**src/rtl/mmio_pkg.sv**
```systemverilog
// Shared constants for the MMIO hub: address map, STATUS layout, TX state encoding.
package mmio_pkg;

    localparam logic [3:0]  REGION     = 4'hf;
    localparam logic [15:0] HALT_ADDR  = 16'h0000;
    localparam logic [15:0] CH_BASE    = 16'h0100;
    localparam logic [7:0]  DATA_OFS   = 8'h00;
    localparam logic [7:0]  STATUS_OFS = 8'h04;
    localparam logic [7:0]  DIV_OFS    = 8'h08;

    localparam int ST_EMPTY     = 0;
    localparam int ST_FULL      = 1;
    localparam int ST_BUSY      = 2;
    localparam int ST_OVF       = 3;
    localparam int ST_COUNT_LSB = 8;

    typedef enum logic [1:0] {
        TX_IDLE  = 2'd0,
        TX_START = 2'd1,
        TX_DATA  = 2'd2,
        TX_STOP  = 2'd3
    } tx_state_e;

    function automatic logic [31:0] status_word(input logic [7:0] count,
                                                input logic       ovf,
                                                input logic       busy,
                                                input logic       full,
                                                input logic       empty);
        logic [31:0] s;
        s                       = '0;
        s[ST_EMPTY]             = empty;
        s[ST_FULL]              = full;
        s[ST_BUSY]              = busy;
        s[ST_OVF]               = ovf;
        s[ST_COUNT_LSB +: 8]    = count;
        return s;
    endfunction

endpackage

```
**src/rtl/uart_tx_ch.sv**
```systemverilog
// One 8N1 UART transmit channel: TX FIFO, divider register and bit-timing FSM.
//
// state    | meaning
// ---------+------------------------------------------------------------
// TX_IDLE  | line high, waiting for the FIFO to hold a byte
// TX_START | start bit (tx=0) for div cycles
// TX_DATA  | data bits 0..7, LSB first, div cycles each
// TX_STOP  | stop bit (tx=1); chains straight into the next frame if queued
module uart_tx_ch
    import mmio_pkg::*;
#(
    parameter int DEPTH     = 16,
    parameter int DIV_RESET = 868
) (
    input  logic        clk,
    input  logic        rst,
    input  logic        push,
    input  logic [7:0]  wdata,
    input  logic        div_we,
    input  logic [15:0] div_wdata,
    input  logic        ovf_clr,
    output logic [7:0]  count,
    output logic        full,
    output logic        empty,
    output logic        ovf,
    output logic        busy,
    output logic [15:0] div,
    output logic        tx
);

    localparam int PW = $clog2(DEPTH);
    localparam int CW = $clog2(DEPTH + 1);
    localparam logic [CW-1:0] CNT_FULL = CW'(DEPTH);

    logic [7:0]    mem_q [DEPTH];
    logic [PW-1:0] wptr_q, wptr_d, rptr_q, rptr_d;
    logic [CW-1:0] count_q, count_d;
    logic          ovf_q, ovf_d;
    logic [15:0]   div_q, div_d;

    tx_state_e     state_q, state_d;
    logic [15:0]   timer_q, timer_d;
    logic [2:0]    bit_cnt_q, bit_cnt_d;
    logic [7:0]    shreg_q, shreg_d;
    logic [15:0]   cur_div_q, cur_div_d;
    logic          tx_q, tx_d;

    logic          full_w, empty_w, push_ok, pop, load_frame;

    assign full_w  = (count_q == CNT_FULL);
    assign empty_w = (count_q == '0);
    // Fullness is judged before any same-cycle pop, so a push into a full FIFO is lost.
    assign push_ok = push && !full_w;

    // FIFO pointers, occupancy, overflow flag and divider register.
    always_comb begin
        wptr_d  = push_ok ? wptr_q + PW'(1) : wptr_q;
        rptr_d  = pop     ? rptr_q + PW'(1) : rptr_q;
        count_d = count_q;
        case ({push_ok, pop})
            2'b10:   count_d = count_q + CW'(1);
            2'b01:   count_d = count_q - CW'(1);
            default: count_d = count_q;
        endcase
        ovf_d = ovf_q;
        if (ovf_clr)
            ovf_d = 1'b0;
        if (push && full_w)
            ovf_d = 1'b1;
        div_d = div_q;
        if (div_we)
            div_d = (div_wdata == 16'd0) ? 16'd1 : div_wdata;
    end

    // Bit-timing FSM; timer counts down from div-1 and the bit ends at zero.
    always_comb begin
        state_d    = state_q;
        timer_d    = timer_q;
        bit_cnt_d  = bit_cnt_q;
        shreg_d    = shreg_q;
        cur_div_d  = cur_div_q;
        tx_d       = tx_q;
        pop        = 1'b0;
        load_frame = 1'b0;
        case (state_q)
            TX_IDLE: begin
                tx_d = 1'b1;
                if (!empty_w)
                    load_frame = 1'b1;
            end
            TX_START: begin
                if (timer_q == 16'd0) begin
                    state_d = TX_DATA;
                    timer_d = cur_div_q - 16'd1;
                    tx_d    = shreg_q[0];
                end else begin
                    timer_d = timer_q - 16'd1;
                end
            end
            TX_DATA: begin
                if (timer_q == 16'd0) begin
                    timer_d = cur_div_q - 16'd1;
                    if (bit_cnt_q == 3'd7) begin
                        state_d = TX_STOP;
                        tx_d    = 1'b1;
                    end else begin
                        bit_cnt_d = bit_cnt_q + 3'd1;
                        shreg_d   = {1'b0, shreg_q[7:1]};
                        tx_d      = shreg_q[1];
                    end
                end else begin
                    timer_d = timer_q - 16'd1;
                end
            end
            TX_STOP: begin
                if (timer_q == 16'd0) begin
                    if (!empty_w) begin
                        load_frame = 1'b1;
                    end else begin
                        state_d = TX_IDLE;
                        tx_d    = 1'b1;
                    end
                end else begin
                    timer_d = timer_q - 16'd1;
                end
            end
            default: begin
                state_d = TX_IDLE;
                tx_d    = 1'b1;
            end
        endcase
        // Frame load: divider is latched here so later DIV writes leave this frame alone.
        if (load_frame) begin
            pop       = 1'b1;
            state_d   = TX_START;
            shreg_d   = mem_q[rptr_q];
            cur_div_d = div_q;
            timer_d   = div_q - 16'd1;
            bit_cnt_d = 3'd0;
            tx_d      = 1'b0;
        end
    end

    // FIFO storage needs no reset; the pointers define what is valid.
    always_ff @(posedge clk) begin
        if (push_ok)
            mem_q[wptr_q] <= wdata;
    end

    // Control state register; reset drives tx high without waiting for a clock.
    always_ff @(posedge clk or negedge rst) begin
        if (!rst) begin
            wptr_q    <= '0;
            rptr_q    <= '0;
            count_q   <= '0;
            ovf_q     <= 1'b0;
            div_q     <= 16'(DIV_RESET);
            state_q   <= TX_IDLE;
            timer_q   <= '0;
            bit_cnt_q <= '0;
            shreg_q   <= '0;
            cur_div_q <= 16'(DIV_RESET);
            tx_q      <= 1'b1;
        end else begin
            wptr_q    <= wptr_d;
            rptr_q    <= rptr_d;
            count_q   <= count_d;
            ovf_q     <= ovf_d;
            div_q     <= div_d;
            state_q   <= state_d;
            timer_q   <= timer_d;
            bit_cnt_q <= bit_cnt_d;
            shreg_q   <= shreg_d;
            cur_div_q <= cur_div_d;
            tx_q      <= tx_d;
        end
    end

    assign count = 8'(count_q);
    assign full  = full_w;
    assign empty = empty_w;
    assign ovf   = ovf_q;
    assign busy  = (state_q != TX_IDLE);
    assign div   = div_q;
    assign tx    = tx_q;

endmodule

```
**src/rtl/mmio_uart_hub.sv**
```systemverilog
// MMIO hub at 0xf0000000: address decode, sticky HALT register, registered read mux.
module mmio_uart_hub
    import mmio_pkg::*;
#(
    parameter int NCH       = 2,
    parameter int DEPTH     = 16,
    parameter int DIV_RESET = 868
) (
    input  logic            clk,
    input  logic            rst,
    input  logic [31:0]     mem_addr,
    input  logic            mem_oe,
    input  logic [3:0]      mem_we,
    input  logic [31:0]     mem_wdata,
    output logic [31:0]     mem_rdata,
    output logic            mem_valid,
    output logic            halt,
    output logic [31:0]     halt_code,
    output logic [NCH-1:0]  tx
);

    logic        sel, wr, rd;
    logic [15:0] addr16;
    logic        unused_addr_bits;

    logic [NCH-1:0] ch_push, ch_div_we, ch_ovf_clr;
    logic [NCH-1:0] ch_full, ch_empty, ch_ovf, ch_busy;
    logic [7:0]     ch_count [NCH];
    logic [15:0]    ch_div   [NCH];

    logic        halt_q, halt_d;
    logic [31:0] halt_code_q, halt_code_d;
    logic [31:0] rdata_q, rdata_d;
    logic        valid_q, valid_d;

    assign sel              = mem_oe && (mem_addr[31:28] == REGION);
    assign wr               = sel && (mem_we != 4'b0000);
    assign rd               = sel && (mem_we == 4'b0000);
    assign addr16           = mem_addr[15:0];
    assign unused_addr_bits = ^mem_addr[27:16];

    // Per-channel strobes: DATA push, DIV write, and the STATUS read that clears ovf.
    always_comb begin
        logic [15:0] ch_base;
        ch_push    = '0;
        ch_div_we  = '0;
        ch_ovf_clr = '0;
        ch_base    = '0;
        for (int n = 0; n < NCH; n++) begin
            ch_base = 16'((n + 1) * CH_BASE);
            if (addr16[15:8] == ch_base[15:8]) begin
                case (addr16[7:0])
                    DATA_OFS:   ch_push[n]    = wr && mem_we[0];
                    STATUS_OFS: ch_ovf_clr[n] = rd;
                    DIV_OFS:    ch_div_we[n]  = wr;
                    default:    ;
                endcase
            end
        end
    end

    // HALT latches once and ignores further writes until reset.
    always_comb begin
        halt_d      = halt_q;
        halt_code_d = halt_code_q;
        if (wr && (addr16 == HALT_ADDR) && !halt_q) begin
            halt_d      = 1'b1;
            halt_code_d = mem_wdata;
        end
    end

    // Read mux; unmapped reads still respond, with zero data.
    always_comb begin
        logic [15:0] ch_base;
        rdata_d = '0;
        valid_d = rd;
        ch_base = '0;
        if (rd) begin
            if (addr16 == HALT_ADDR)
                rdata_d = {31'b0, halt_q};
            for (int n = 0; n < NCH; n++) begin
                ch_base = 16'((n + 1) * CH_BASE);
                if (addr16[15:8] == ch_base[15:8]) begin
                    case (addr16[7:0])
                        DATA_OFS:   rdata_d = {31'b0, !ch_full[n]};
                        STATUS_OFS: rdata_d = status_word(ch_count[n], ch_ovf[n], ch_busy[n],
                                                          ch_full[n], ch_empty[n]);
                        DIV_OFS:    rdata_d = {16'b0, ch_div[n]};
                        default:    rdata_d = '0;
                    endcase
                end
            end
        end
    end

    // Bus-facing registers.
    always_ff @(posedge clk or negedge rst) begin
        if (!rst) begin
            halt_q      <= 1'b0;
            halt_code_q <= '0;
            rdata_q     <= '0;
            valid_q     <= 1'b0;
        end else begin
            halt_q      <= halt_d;
            halt_code_q <= halt_code_d;
            rdata_q     <= rdata_d;
            valid_q     <= valid_d;
        end
    end

    for (genvar g = 0; g < NCH; g++) begin : g_ch
        uart_tx_ch #(
            .DEPTH     (DEPTH),
            .DIV_RESET (DIV_RESET)
        ) u_ch (
            .clk       (clk),
            .rst       (rst),
            .push      (ch_push[g]),
            .wdata     (mem_wdata[7:0]),
            .div_we    (ch_div_we[g]),
            .div_wdata (mem_wdata[15:0]),
            .ovf_clr   (ch_ovf_clr[g]),
            .count     (ch_count[g]),
            .full      (ch_full[g]),
            .empty     (ch_empty[g]),
            .ovf       (ch_ovf[g]),
            .busy      (ch_busy[g]),
            .div       (ch_div[g]),
            .tx        (tx[g])
        );
    end

    assign mem_rdata = rdata_q;
    assign mem_valid = valid_q;
    assign halt      = halt_q;
    assign halt_code = halt_code_q;

endmodule

```
**config.mk**
```make
export PLATFORM = sky130hd
export DESIGN_NAME = mmio_uart_hub
export DESIGN_NICKNAME = d
export VERILOG_FILES = /design/src/rtl/mmio_pkg.sv /design/src/rtl/uart_tx_ch.sv /design/src/rtl/mmio_uart_hub.sv
export SDC_FILE = /design/constraint.sdc
export NUM_CORES = 1
export LEC_CHECK = 0
export CAP_MARGIN = 20
export CORE_MARGIN = 2
export CORE_UTILIZATION = 54
export DETAILED_ROUTE_END_ITERATION = 6
export PLACE_DENSITY = 0.82
export SETUP_SLACK_MARGIN = 0.05
export SLEW_MARGIN = 20
export SYNTH_ARGS = -nofsm -noshare
export SYNTH_HDL_FRONTEND = slang
export SYNTH_SLANG_ARGS = --single-unit
```
**constraint.sdc**
```tcl
create_clock -name clk -period 3.8 [get_ports clk]
set_clock_uncertainty 0.15 [all_clocks]
set_input_delay 0.38 -clock clk [delete_from_list [all_inputs] [get_ports clk]]
set_output_delay 0.38 -clock clk [all_outputs]
set_load 0.05 [all_outputs]
```
Yosys cells after proc, flatten, opt, wreduce, memory -nomap -nowiden
Memories as Yosys holds them, arrays and structs flattened.
Cells that the tools add are included.
{"block": "classes", "addsub": 16, "div_mod_pow": 0, "bitwise": 0, "n_mul": 0, "eq_ne": 33, "muxes": 86, "magnitude_cmp": 0, "n_reduce_logical": 48, "shift": 0}
{"cell": "two-way mux 16 bit", "n": 7}
{"cell": "two-way mux 32 bit", "n": 3}
{"cell": "one-hot mux 16 bit (3 select lines)", "n": 2}
{"cell": "subtractor 16 x 1 -> 16 bit, second input constant", "n": 6}
{"cell": "zero test 16 bit", "n": 4}
{"cell": "two-way mux 8 bit", "n": 8}
{"cell": "one-hot mux 16 bit (2 select lines)", "n": 2}
{"cell": "two-way mux 1 bit", "n": 36}
{"cell": "!= test 3 x 1 -> 1 bit, second input constant", "n": 10}
{"cell": "two-way mux 2 bit", "n": 12}
{"cell": "two-way mux 3 bit", "n": 8}
{"cell": "one-hot mux 5 bit (2 select lines)", "n": 2}
{"cell": "nonzero test 2 bit", "n": 10}
{"cell": "adder 4 x 1 -> 4 bit, second input constant", "n": 4}
{"cell": "equality test 2 bit, second input constant", "n": 6}
{"cell": "one-hot mux 2 bit (3 select lines)", "n": 2}
{"cell": "AND reduction 6 bit", "n": 2}
{"cell": "nonzero test 4 bit", "n": 3}
{"cell": "adder 5 x 1 -> 5 bit, second input constant", "n": 2}
{"cell": "equality test 5 bit, second input constant", "n": 2}
{"cell": "logical AND 1 bit", "n": 10}
{"cell": "zero test 5 bit", "n": 2}
{"cell": "subtractor 5 x 1 -> 5 bit, second input constant", "n": 2}
{"cell": "equality test 2 x 1 -> 1 bit, second input constant", "n": 4}
{"cell": "other kinds (20)", "n": 34}
{"block": "totals", "register_bits": 218, "in_bits": 71, "ram_bits": 256, "latch_bits": 0, "wordCells": 211, "romBits": 0, "out_inout_bits": 68, "memories": 2}
{"name": "g_ch[0].u_ch.mem_q", "depth": 16, "width": 8, "rd": 1, "rd_clocked_by_memory_dff": 0, "wr": 1, "line_no": "uart_tx_ch.sv:35", "rtl": "logic [7:0] mem_q [DEPTH];"}
{"name": "g_ch[1].u_ch.mem_q", "depth": 16, "width": 8, "rd": 1, "rd_clocked_by_memory_dff": 0, "wr": 1, "line_no": "uart_tx_ch.sv:35"}

Logic depth before layout (Yosys ltp)
Gate-level depths: netlist of run 1.
{"block": "logic_depth", "ltp_word": 9, "depth_mapped": 17, "ltp_nobuf": 15}

Hierarchy
A second synthesis of run 1 with hierarchy kept.
{"block": "hier_totals", "cells_unflattened": 1659, "area_unflattened_um2": 21717.1}
{"module": "uart_tx_ch (g_ch[1].u_ch)", "cells_per_inst": 731, "n_inst": 1, "area_each_um2": 9728.1}
{"module": "uart_tx_ch (g_ch[0].u_ch)", "cells_per_inst": 714, "n_inst": 1, "area_each_um2": 9496.6}
{"module": "mmio_uart_hub", "cells_per_inst": 214, "n_inst": 1, "area_each_um2": 2492.4}

Worst setup path before layout of run 1
OpenSTA, ideal clock, no wires.
{"block": "synth_timing", "kind": "reg-to-reg", "from": "reg g_ch[1].u_ch.timer_q[4]", "to": "reg g_ch[1].u_ch.count_q[4]", "required_time_ns": 3.525, "path_buffers": 2, "path_slack_ns": -0.095, "t_arrival_ns": 3.619, "stages_incl_launch_ff": 16, "cell_sequence": "dfrtp_1 nor4_1 and3b_1 a41oi_2 nor2_4 clkbuf_1 ha_1 clkbuf_1 xor2_1 ha_1 o21a_1 o22a_1 a21oi_1 xor2_1 nor2_1 xor2_1"}
{"block": "synth_between", "elab_chain_cells": 6, "word_cells_on_any_way": 8, "classes_between": "eq/ne (2); mux (4); reduce/logical (2)"}
{"element": "start, declared", "line_no": "uart_tx_ch.sv:42", "rtl": "logic [15:0] timer_q, timer_d;"}
{"element": "start signal, assigned", "line_no": "uart_tx_ch.sv:171", "rtl": "timer_q <= timer_d;"}
{"element": "zero test 16 bit *", "line_no": "uart_tx_ch.sv:116", "rtl": "if (timer_q == 16'd0) begin"}
{"element": "two-way mux 1 bit *", "line_no": "uart_tx_ch.sv:116"}
{"element": "one-hot mux 1 bit (2 select lines) *", "line_no": "uart_tx_ch.sv:85", "rtl": "case (state_q)"}
{"element": "two-way mux 1 bit *", "line_no": "uart_tx_ch.sv:133", "rtl": "if (load_frame) begin"}
{"element": "equality test 2 x 1 -> 1 bit / equality test 2 bit (equally long branches)", "line_no": "uart_tx_ch.sv:60", "rtl": "case ({push_ok, pop})"}
{"element": "one-hot mux 5 bit (2 select lines) / nonzero test 2 bit (equally long branches)"}
{"element": "end signal, assigned", "line_no": "uart_tx_ch.sv:167", "rtl": "count_q <= count_d;"}
{"element": "end, declared", "line_no": "uart_tx_ch.sv:37", "rtl": "logic [CW-1:0] count_q, count_d;"}
Every way passes the cells marked *; elsewhere a longest branch is shown, timed or not.
A chain may end at the register's enable or synchronous reset.

Final worst setup path of run 1
{"block": "layout_timing", "from": "reg g_ch[0].u_ch.timer_q[0]", "to": "reg g_ch[0].u_ch.count_q[4]"}
{"block": "layout_between", "elab_chain_cells": 6, "word_cells_on_any_way": 8, "classes_between": "eq/ne (2); mux (4); reduce/logical (2)"}
{"element": "start, declared", "line_no": "uart_tx_ch.sv:42"}
{"element": "start signal, assigned", "line_no": "uart_tx_ch.sv:171"}
{"element": "zero test 16 bit *", "line_no": "uart_tx_ch.sv:116"}
{"element": "two-way mux 1 bit *", "line_no": "uart_tx_ch.sv:116"}
{"element": "one-hot mux 1 bit (2 select lines) *", "line_no": "uart_tx_ch.sv:85"}
{"element": "two-way mux 1 bit *", "line_no": "uart_tx_ch.sv:133"}
{"element": "equality test 2 x 1 -> 1 bit / equality test 2 bit (equally long branches)", "line_no": "uart_tx_ch.sv:60"}
{"element": "one-hot mux 5 bit (2 select lines) / nonzero test 2 bit (equally long branches)"}
{"element": "end signal, assigned", "line_no": "uart_tx_ch.sv:167"}
{"element": "end, declared", "line_no": "uart_tx_ch.sv:37"}
Marks and branches as above.

==> flow_summary_export.csv, run 1 <==
group,metric,value,unit
critical_path,worst_setup_path_end_kind,"flip-flop",
sta,setup-violations-final,0,
yosys,synth_seq_cells,458,
sta,max_slew_margin,26.3,%
finish,drive_gt1_share,21.9,%
routing,vias_per_cell,6.13,
critical_path,critical_path.top_delay_family,"simple AND/OR/NAND/NOR gates",
sta,max_slew.worst_pin.slew,1.10,ns
critical_path,worst_path_max_delay_cell,"or4b_1",
global_route,grt_first_pass_wirelength,82000,um
critical_path,critical-path-max-stage-delay,0.56,ns
finish,syn2layout_area_growth,18.0,%
critical_path,worst-path-stages,15,
finish,leading_cell_types_in_the_layout_fill_and_taps_excluded,"edfxtp_1, dfrtp_1, nand2_1",
routing,detail_route.drc_violations,0,
min_path,type_of_the_worst_min_delay_path,"input pin to asynchronous set/reset pin",
global_route,grt_util_all_layers,26.1,%
critical_path,setup.worst_path.end,"g_ch[0].u_ch.count_q[4]$_DFFE_PN0P_",
sta,fin_setup_tns,0,ns
die,num_rows,72,
clocking,root_buffer,"clkbuf_16",
pwr,vdd.ir_drop.worst,0.457,mV
global_route,number_of_antenna_violations_at_the_first_check_in_global_routing,1,
yosys,async_reset_ff_share,44.1,%
die,dieWidth,202,um
yosys,mappedNetlistArea,21200,um^2
placed_design,gp_routability_congestion,0.891,
routing,routed_wire_length_per_instance,23.0,um
outcome,run_status,"finished, final reports clean",
clocking,ctsHtreeMaxLevel,2,
routing,dr_total_vias,14000,
run,max-cap-violations,0,
critical_path,critical-path-top-cell-by-count,"ha_1",
yosys,avgSynthCellArea,13.6,um^2
sta,maxSlewViolCount,0,
clocking,worst_setup_hold_path_clk_slew,0.06,ns
critical_path,worst-endpoint-arrival,3.85,ns
sta,clock.fmax,283,MHz
critical_path,worst_r2r_path_depth,15,
critical_path,crit_path_max_fanout,4,
yosys,edff_count_synth,256,
critical_path,critical_path.n_buffers_inverters,2,
routing,initialDrtViolationCount,1210,
die,floorplan.initialDensity,54.8,%
sta,report.final.hold_viol_count,0,
finish,number_of_inserted_filler_cells_in_the_final_layout,2728,
critical_path,timing.rr.start,"g_ch[0].u_ch.timer_q[0]$_DFFE_PN0P_",
critical_path,cp.required,4.12,ns
pwr,power.density_cell_area,497,nW/um^2
critical_path,timing.rr.end,"g_ch[0].u_ch.count_q[4]$_DFFE_PN0P_",
yosys,post_synth_num_cell_types,83,
critical_path,setup.reg_to_reg.worst_slack,0.27,ns
yosys,netlist_instances,1564,
sta,unrepaired_setup_endpoints_after_global_routing,"false",
routing,firstDrtPassIters,5,
finish,layout.cells.most_common,"edfxtp_1",
global_route,grt_max_degree,92,
clocking,clock_tree_from_tritoncts,"yes",
die,die_height,202,um
die,core_area,38700,um^2
clocking,worstSkewPairLatency,0.61,ns
placed_design,io_buffer_count,110,
routing,antenna_left,0,
yosys,ys_seq_area_share,60.1,%
critical_path,critical_path.cell_chain,"inv_1 > ha_1 > or4b_1 > nor4_4 > o21ai_2 > inv_1 > ha_1 > xor2_1 > ha_1 > o21a_1 > o22a_1 > a21oi_1 > xor2_1 > nor2_1 > xnor2_1",
pwr,power.static_leakage,9.69,nW
clocking,cts-buffers-inserted,47,
global_route,grt_overflow,0,
critical_path,criticalPathCategory,"flip-flop to flip-flop",
clocking,cts_setup_buffers,0,
sta,final.min_clock_period,3.53,ns
yosys,ys.warnings.count,0,
clocking,cts.sinks,458,
clocking,clock_tree.buffer_depth,3,
global_route,via_count_of_the_first_global_routing_pass,14400,
finish,num-nets-final,1842,
finish,instances_no_fill,2287,
placed_design,detailedPlacementHpwl,34600,um
die,top_level_ports,139,
routing,routed_wl,52500,um
finish,antenna_cells,0,
critical_path,worst_setup_path_startpoint,"g_ch[0].u_ch.timer_q[0]$_DFFE_PN0P_",
critical_path,timing.critical_path.from_type,"flip-flop",
yosys,ys_dominant_reg_cell,"edfxtp_1",
sta,final_period_utilization,92.9,%
die,die_area,40900,um^2
placed_design,dpl.cell_count,2199,
through the flow:
| step | power, W | util [%] | hold slack [ns] | cell area [um^2] | worst slack, ns |
|---|---|---|---|---|---|
| after floorplan | 0.00694 | - | -0.0656 | 21300 | 0.129 |
| after global placement | 0.00744 | 60.2 | 0.284 | 23300 | -0.0686 |
| after detailed placement | 0.00751 | 60.2 | 0.286 | 23300 | -0.128 |
| after CTS | 0.0125 | 64.6 | 0.207 | 25000 | 0.214 |
| after global routing | 0.0128 | 64.7 | 0.219 | 25000 | 0.118 |
| final | 0.0124 | 64.7 | 0.168 | 25000 | 0.269 |
sequential cells by signal, summed over array words and instances (netlist names):
register	count
g_ch.u_ch.mem_q	256
g_ch.u_ch.cur_div_q	32
g_ch.u_ch.div	32
g_ch.u_ch.timer_q	32
halt_code	32
g_ch.u_ch.shreg_q	16
mem_rdata	16
g_ch.u_ch.count_q	10
g_ch.u_ch.rptr_q	8
g_ch.u_ch.wptr_q	8
g_ch.u_ch.bit_cnt_q	6
g_ch.u_ch.state_q	4
g_ch.u_ch.ovf	2
g_ch.u_ch.tx	2
halt	1
mem_valid	1
layout make-up:
cell class	count	area (um^2)	area share, %
inverter	34	128	0.509
clock buffer	56	1230	4.91
multi-input combinational	986	7950	31.7
sequential	458	12800	51.0
clock inverter	31	465	1.86
tap	518	648	2.59
timing repair buffer	204	1850	7.39
report_power, final:
group,internal [W],switching (W),total (W)
Clock,0.00296,0.00205,0.00501
Combinational,0.000844,0.000866,0.00171
Sequential,0.00543,0.000298,0.00573
Total,0.00923,0.00321,0.0124
what timing repair did:
item                       in CTS  in global routing
hold endpoints to repair       76                  0
setup endpoints to repair       1                  1
hold buffers                    1                  0
gates resized for setup         1                  1
pin swaps                       0                  0
synth_stat cells, types with 4 or more instances:
| library cell | number | area (um^2) |
|---|---|---|
| mux2_2 | 89 | 1000 |
| mux4_2 | 70 | 1580 |
| xor2_1 | 34 | 298 |
| a211oi_1 | 5 | 37.5 |
| o21ai_0 | 44 | 220 |
| nand3_1 | 20 | 100 |
| ha_1 | 40 | 500 |
| a21o_1 | 5 | 37.5 |
| mux2i_1 | 27 | 270 |
| clkbuf_1 | 57 | 214 |
| a22o_1 | 4 | 35.0 |
| nor3b_1 | 6 | 45.0 |
| o22a_1 | 22 | 193 |
| or3_1 | 8 | 50.1 |
| nor2b_1 | 6 | 37.5 |
| a21oi_1 | 46 | 230 |
| and3_1 | 7 | 43.8 |
| or4_1 | 9 | 67.6 |
| buf_4 | 19 | 143 |
| or4b_2 | 4 | 40.0 |
| nor2_1 | 109 | 409 |
| dfstp_2 | 22 | 578 |
| o22ai_1 | 14 | 87.6 |
| edfxtp_1 | 256 | 7690 |
| xnor2_1 | 61 | 534 |
| buf_1 | 14 | 52.6 |
| nor3_1 | 36 | 180 |
| nand2b_1 | 11 | 68.8 |
| o31a_1 | 4 | 35.0 |
| and2_1 | 16 | 100 |
| o221ai_1 | 6 | 52.6 |
| o41ai_1 | 5 | 43.8 |
| buf_2 | 9 | 45.0 |
| nand4_1 | 6 | 37.5 |
| dfrtp_1 | 180 | 4500 |
| inv_1 | 33 | 124 |
| a31oi_1 | 4 | 25.0 |
| o31ai_1 | 7 | 52.6 |
| a22oi_1 | 31 | 233 |
| nor4_1 | 30 | 188 |
| nand2_1 | 126 | 473 |
layer usage:
layer	wire length [um]	GRT usage [%]	up-vias
met5	0	0	-
met4	2250	12.2	0
met3	4560	5.03	127
met2	25100	42.0	672
met1	20600	34.6	7054
li1	-	-	6164
logic make-up (layout without fill, tap and decap cells):
| group | after synthesis | in the layout | synth area share [%] |
|---|---|---|---|
| DFF | 458 | 458 | 60.1 |
| and+or+nand+nor | 421 | 421 | 9.86 |
| AOI/OAI and AO/OA | 227 | 227 | 7.38 |
| muxes | 187 | 187 | 13.5 |
| buffers and inverters | 135 | 325 | 2.85 |
| xor gates and xnor gates | 95 | 95 | 3.92 |
| adders and majority gates | 40 | 40 | 2.36 |
| other | 1 | 16 | 0.0177 |
worst min-delay path by stage:
stage | from | endpoint | cells past startpoint
6_report | rst | g_ch[0].u_ch.rptr_q[3]$_DFFE_PN0N_ | 2
5_1_grt | mem_wdata[30] | halt_code[30]$_DFFE_PN0P_ | 2
4_1_cts | mem_wdata[29] | halt_code[29]$_DFFE_PN0P_ | 2
3_5_place_dp | rst | g_ch[0].u_ch.rptr_q[3]$_DFFE_PN0N_ | 1
3_3_place_gp | rst | g_ch[0].u_ch.rptr_q[3]$_DFFE_PN0N_ | 1
2_1_floorplan | rst | g_ch[0].u_ch.bit_cnt_q[0]$_DFFE_PN0P_ | 0
No activity file was read; power rests on OpenSTA's default activity.
==> run 2, diff against run 1 <==
- SYNTH_HIERARCHICAL: not set -> 1
==> flow_summary_export.csv, run 2 <==
group,metric,value,unit
clocking,worstSkewPairLatency,0.59,ns
routing,antenna_left,0,
global_route,via_count_of_the_first_global_routing_pass,14900,
run,max-cap-violations,0,
routing,detail_route.drc_violations,0,
routing,vias_per_cell,6.10,
sta,final_period_utilization,89.4,%
sta,unrepaired_setup_endpoints_after_global_routing,"false",
die,floorplan.initialDensity,54.7,%
sta,fin_setup_tns,0,ns
placed_design,placement.cell_area,23600,um^2
routing,firstDrtPassIters,5,
global_route,grt_util_all_layers,26.3,%
critical_path,worst_r2r_path_depth,15,
global_route,grt_max_degree,73,
global_route,grt_overflow,0,
yosys,synth.largest_area_cell,"edfxtp_1",
global_route,number_of_antenna_violations_at_the_first_check_in_global_routing,1,
sta,setup-violations-final,0,
sta,maxSlewViolCount,0,
clocking,clock_tree.buffer_depth,3,
critical_path,criticalPathCategory,"flip-flop to flip-flop",
yosys,biggest_area_contributors_in_the_synthesized_netlist,"edfxtp_1, dfrtp_1, mux4_2",
critical_path,cp.required,4.12,ns
yosys,synth_largest_type_area_fraction,35.4,%
critical_path,worst-endpoint-arrival,3.71,ns
sta,max_slew.worst_pin.slew,1.13,ns
die,die_height,205,um
placed_design,io_buffer_count,110,
clocking,worst_setup_hold_path_clk_slew,0.06,ns
pwr,power.density_cell_area,475,nW/um^2
finish,post-route-cell-area,25400,um^2
clocking,ctsHtreeMaxLevel,2,
die,die_area,41800,um^2
sta,report.final.hold_viol_count,0,
clocking,cts.sinks,458,
die,top_level_ports,139,
yosys,synth_seq_cells,458,
yosys,ys.warnings.count,6,
global_route,grt_first_pass_wirelength,83900,um
yosys,avgSynthCellArea,13.1,um^2
placed_design,detailedPlacementHpwl,33700,um
placed_design,gp_routability_congestion,0.939,
yosys,async_reset_ff_share,44.1,%
die,dieWidth,205,um
yosys,ys_dominant_reg_cell,"edfxtp_1",
yosys,netlist_instances,1659,
finish,leading_cell_types_in_the_layout_fill_and_taps_excluded,"edfxtp_1, nand2_1, dfrtp_1",
critical_path,timing.critical_path.from_type,"flip-flop",
routing,initialDrtViolationCount,1391,
min_path,type_of_the_worst_min_delay_path,"input pin to asynchronous set/reset pin",
outcome,run_status,"finished, final reports clean",
clocking,root_buffer,"clkbuf_16",
sta,hold-worst-slack,0.193,ns
finish,syn2layout_area_growth,16.7,%
routing,routed_wire_length_per_instance,22.4,um
yosys,mappedNetlistArea,21700,um^2
critical_path,worst_setup_path_end_kind,"flip-flop",
pwr,power.static_leakage,9.74,nW
routing,routed_wl,53300,um
clocking,cts-buffers-inserted,47,
clocking,clock_tree_from_tritoncts,"yes",
yosys,edff_count_synth,256,
sta,max_slew_margin,24.6,%
pwr,vdd.ir_drop.worst,0.310,mV
die,core_area,39700,um^2
finish,max_ffs_per_register,256,
die,num_rows,73,
finish,num-nets-final,1925,
critical_path,crit_path_max_fanout,7,
critical_path,worst_setup_path_startpoint,"g_ch[0].u_ch/timer_q[0]$_DFFE_PN0P_",
finish,registers.top_by_ff_count,"g_ch.u_ch/mem_q",
yosys,synth.most_common_cell,"edfxtp_1",
yosys,ys_seq_area_share,58.8,%
routing,dr_total_vias,14500,
finish,drive_gt1_share,19.5,%
finish,layout.cells.most_common,"edfxtp_1",
critical_path,timing.rr.start,"g_ch[0].u_ch/timer_q[0]$_DFFE_PN0P_",
yosys,synth_commonest_cells,"edfxtp_1, nand2_1, dfrtp_1",
sta,clock.fmax,294,MHz
yosys,post_synth_num_cell_types,85,
sta,final.min_clock_period,3.40,ns
==> run 2: changes by cell type after synthesis, sizes merged, moves of 14 or more <==
cell   previous run  this run
nand2           127       201
a22o              4        30
buf              44        67
mux2             90        69
o22a             22         2
mux2i            27        44
o21ai            45        59
==> run 2: kinds of logic (layout without fill, tap and decap cells) <==
logic type	count (synthesis)	after routing	synth area share, %
other cells	3	23	0.0518
simple gates	494	494	11.5
xor+xnor	96	96	3.87
fa+ha+maj	40	40	2.30
compound gates	240	240	7.59
flops	458	458	58.8
mux	179	179	12.5
buf+inv	149	324	3.43
==> run 2: power breakdown <==
group          switching (W)  leakage [nW]  internal (W)
Combinational       0.000646          4.09      0.000515
Clock                0.00199         0.808       0.00307
Sequential          0.000314          4.84       0.00552
==> run 2: cell type report <==
class / count / area (um^2)
fill: 2849 / 14400
sequential: 458 / 12800
multi-input combinational: 1071 / 8270
timing repair buffer: 198 / 1790
clock buffer: 53 / 1220
tap: 525 / 657
clock inverter: 35 / 485
inverter: 38 / 149
antenna: 1 / 2.50
==> run 2: final timing paths <==
check	slack, ns	endpoint
worst min-delay path	0.19	halt_code[22]$_DFFE_PN0P_
worst min register to register	0.33	g_ch[0].u_ch/cur_div_q[5]$_DFFE_PN1N_
min in group clk	0.26	halt_code[30]$_DFFE_PN0P_
worst max register to register	0.40	g_ch[0].u_ch/count_q[4]$_DFFE_PN0P_
worst max-delay path	0.40	g_ch[0].u_ch/count_q[4]$_DFFE_PN0P_
max in group asynchronous	2.33	g_ch[1].u_ch/rptr_q[0]$_DFFE_PN0N_
==> run 2: repair_timing <==
item | CTS | global route
hold buffers | 1 | 0
gates resized for setup | 0 | 0
buffers inserted | 0 | 0
hold endpoints to repair | 58 | 0
==> run 2: per-layer routing <==
metal	wire (um)	GRT usage [%]	vias up
li1	-	-	6430
met1	21300	34.3	7284
met2	25900	42.6	640
met4	2480	13.7	0
met5	0	0	-
met3	3660	4.34	161
==> run 2: through the flow <==
stage / cells / total power, W / setup WS, ns / utilization (%)
after floorplan: 1678 / 0.00664 / 0.0323 / -
after global placement: 2289 / 0.00700 / -0.0756 / 59.5
after detailed placement: 2289 / 0.00706 / -0.119 / 59.5
after CTS: 2378 / 0.0121 / 0.444 / 63.8
after global routing: 2378 / 0.0125 / 0.178 / 63.8
final: 2379 / 0.0121 / 0.402 / 63.8
==> run 2: critical path: stages, from the launching register on <==
cell and delay [ns]:
dfrtp_1 0.45, inv_1 0.11, ha_1 0.18, nor4b_1 0.40, nand4_1 0.23, o21a_1 0.27
clkinv_2 0.08, ha_1 0.17, xor2_1 0.08, ha_1 0.24, o21a_1 0.18, o22a_1 0.19
a21oi_1 0.18, xor2_1 0.18, nor2_1 0.08, xnor2_1 0.13
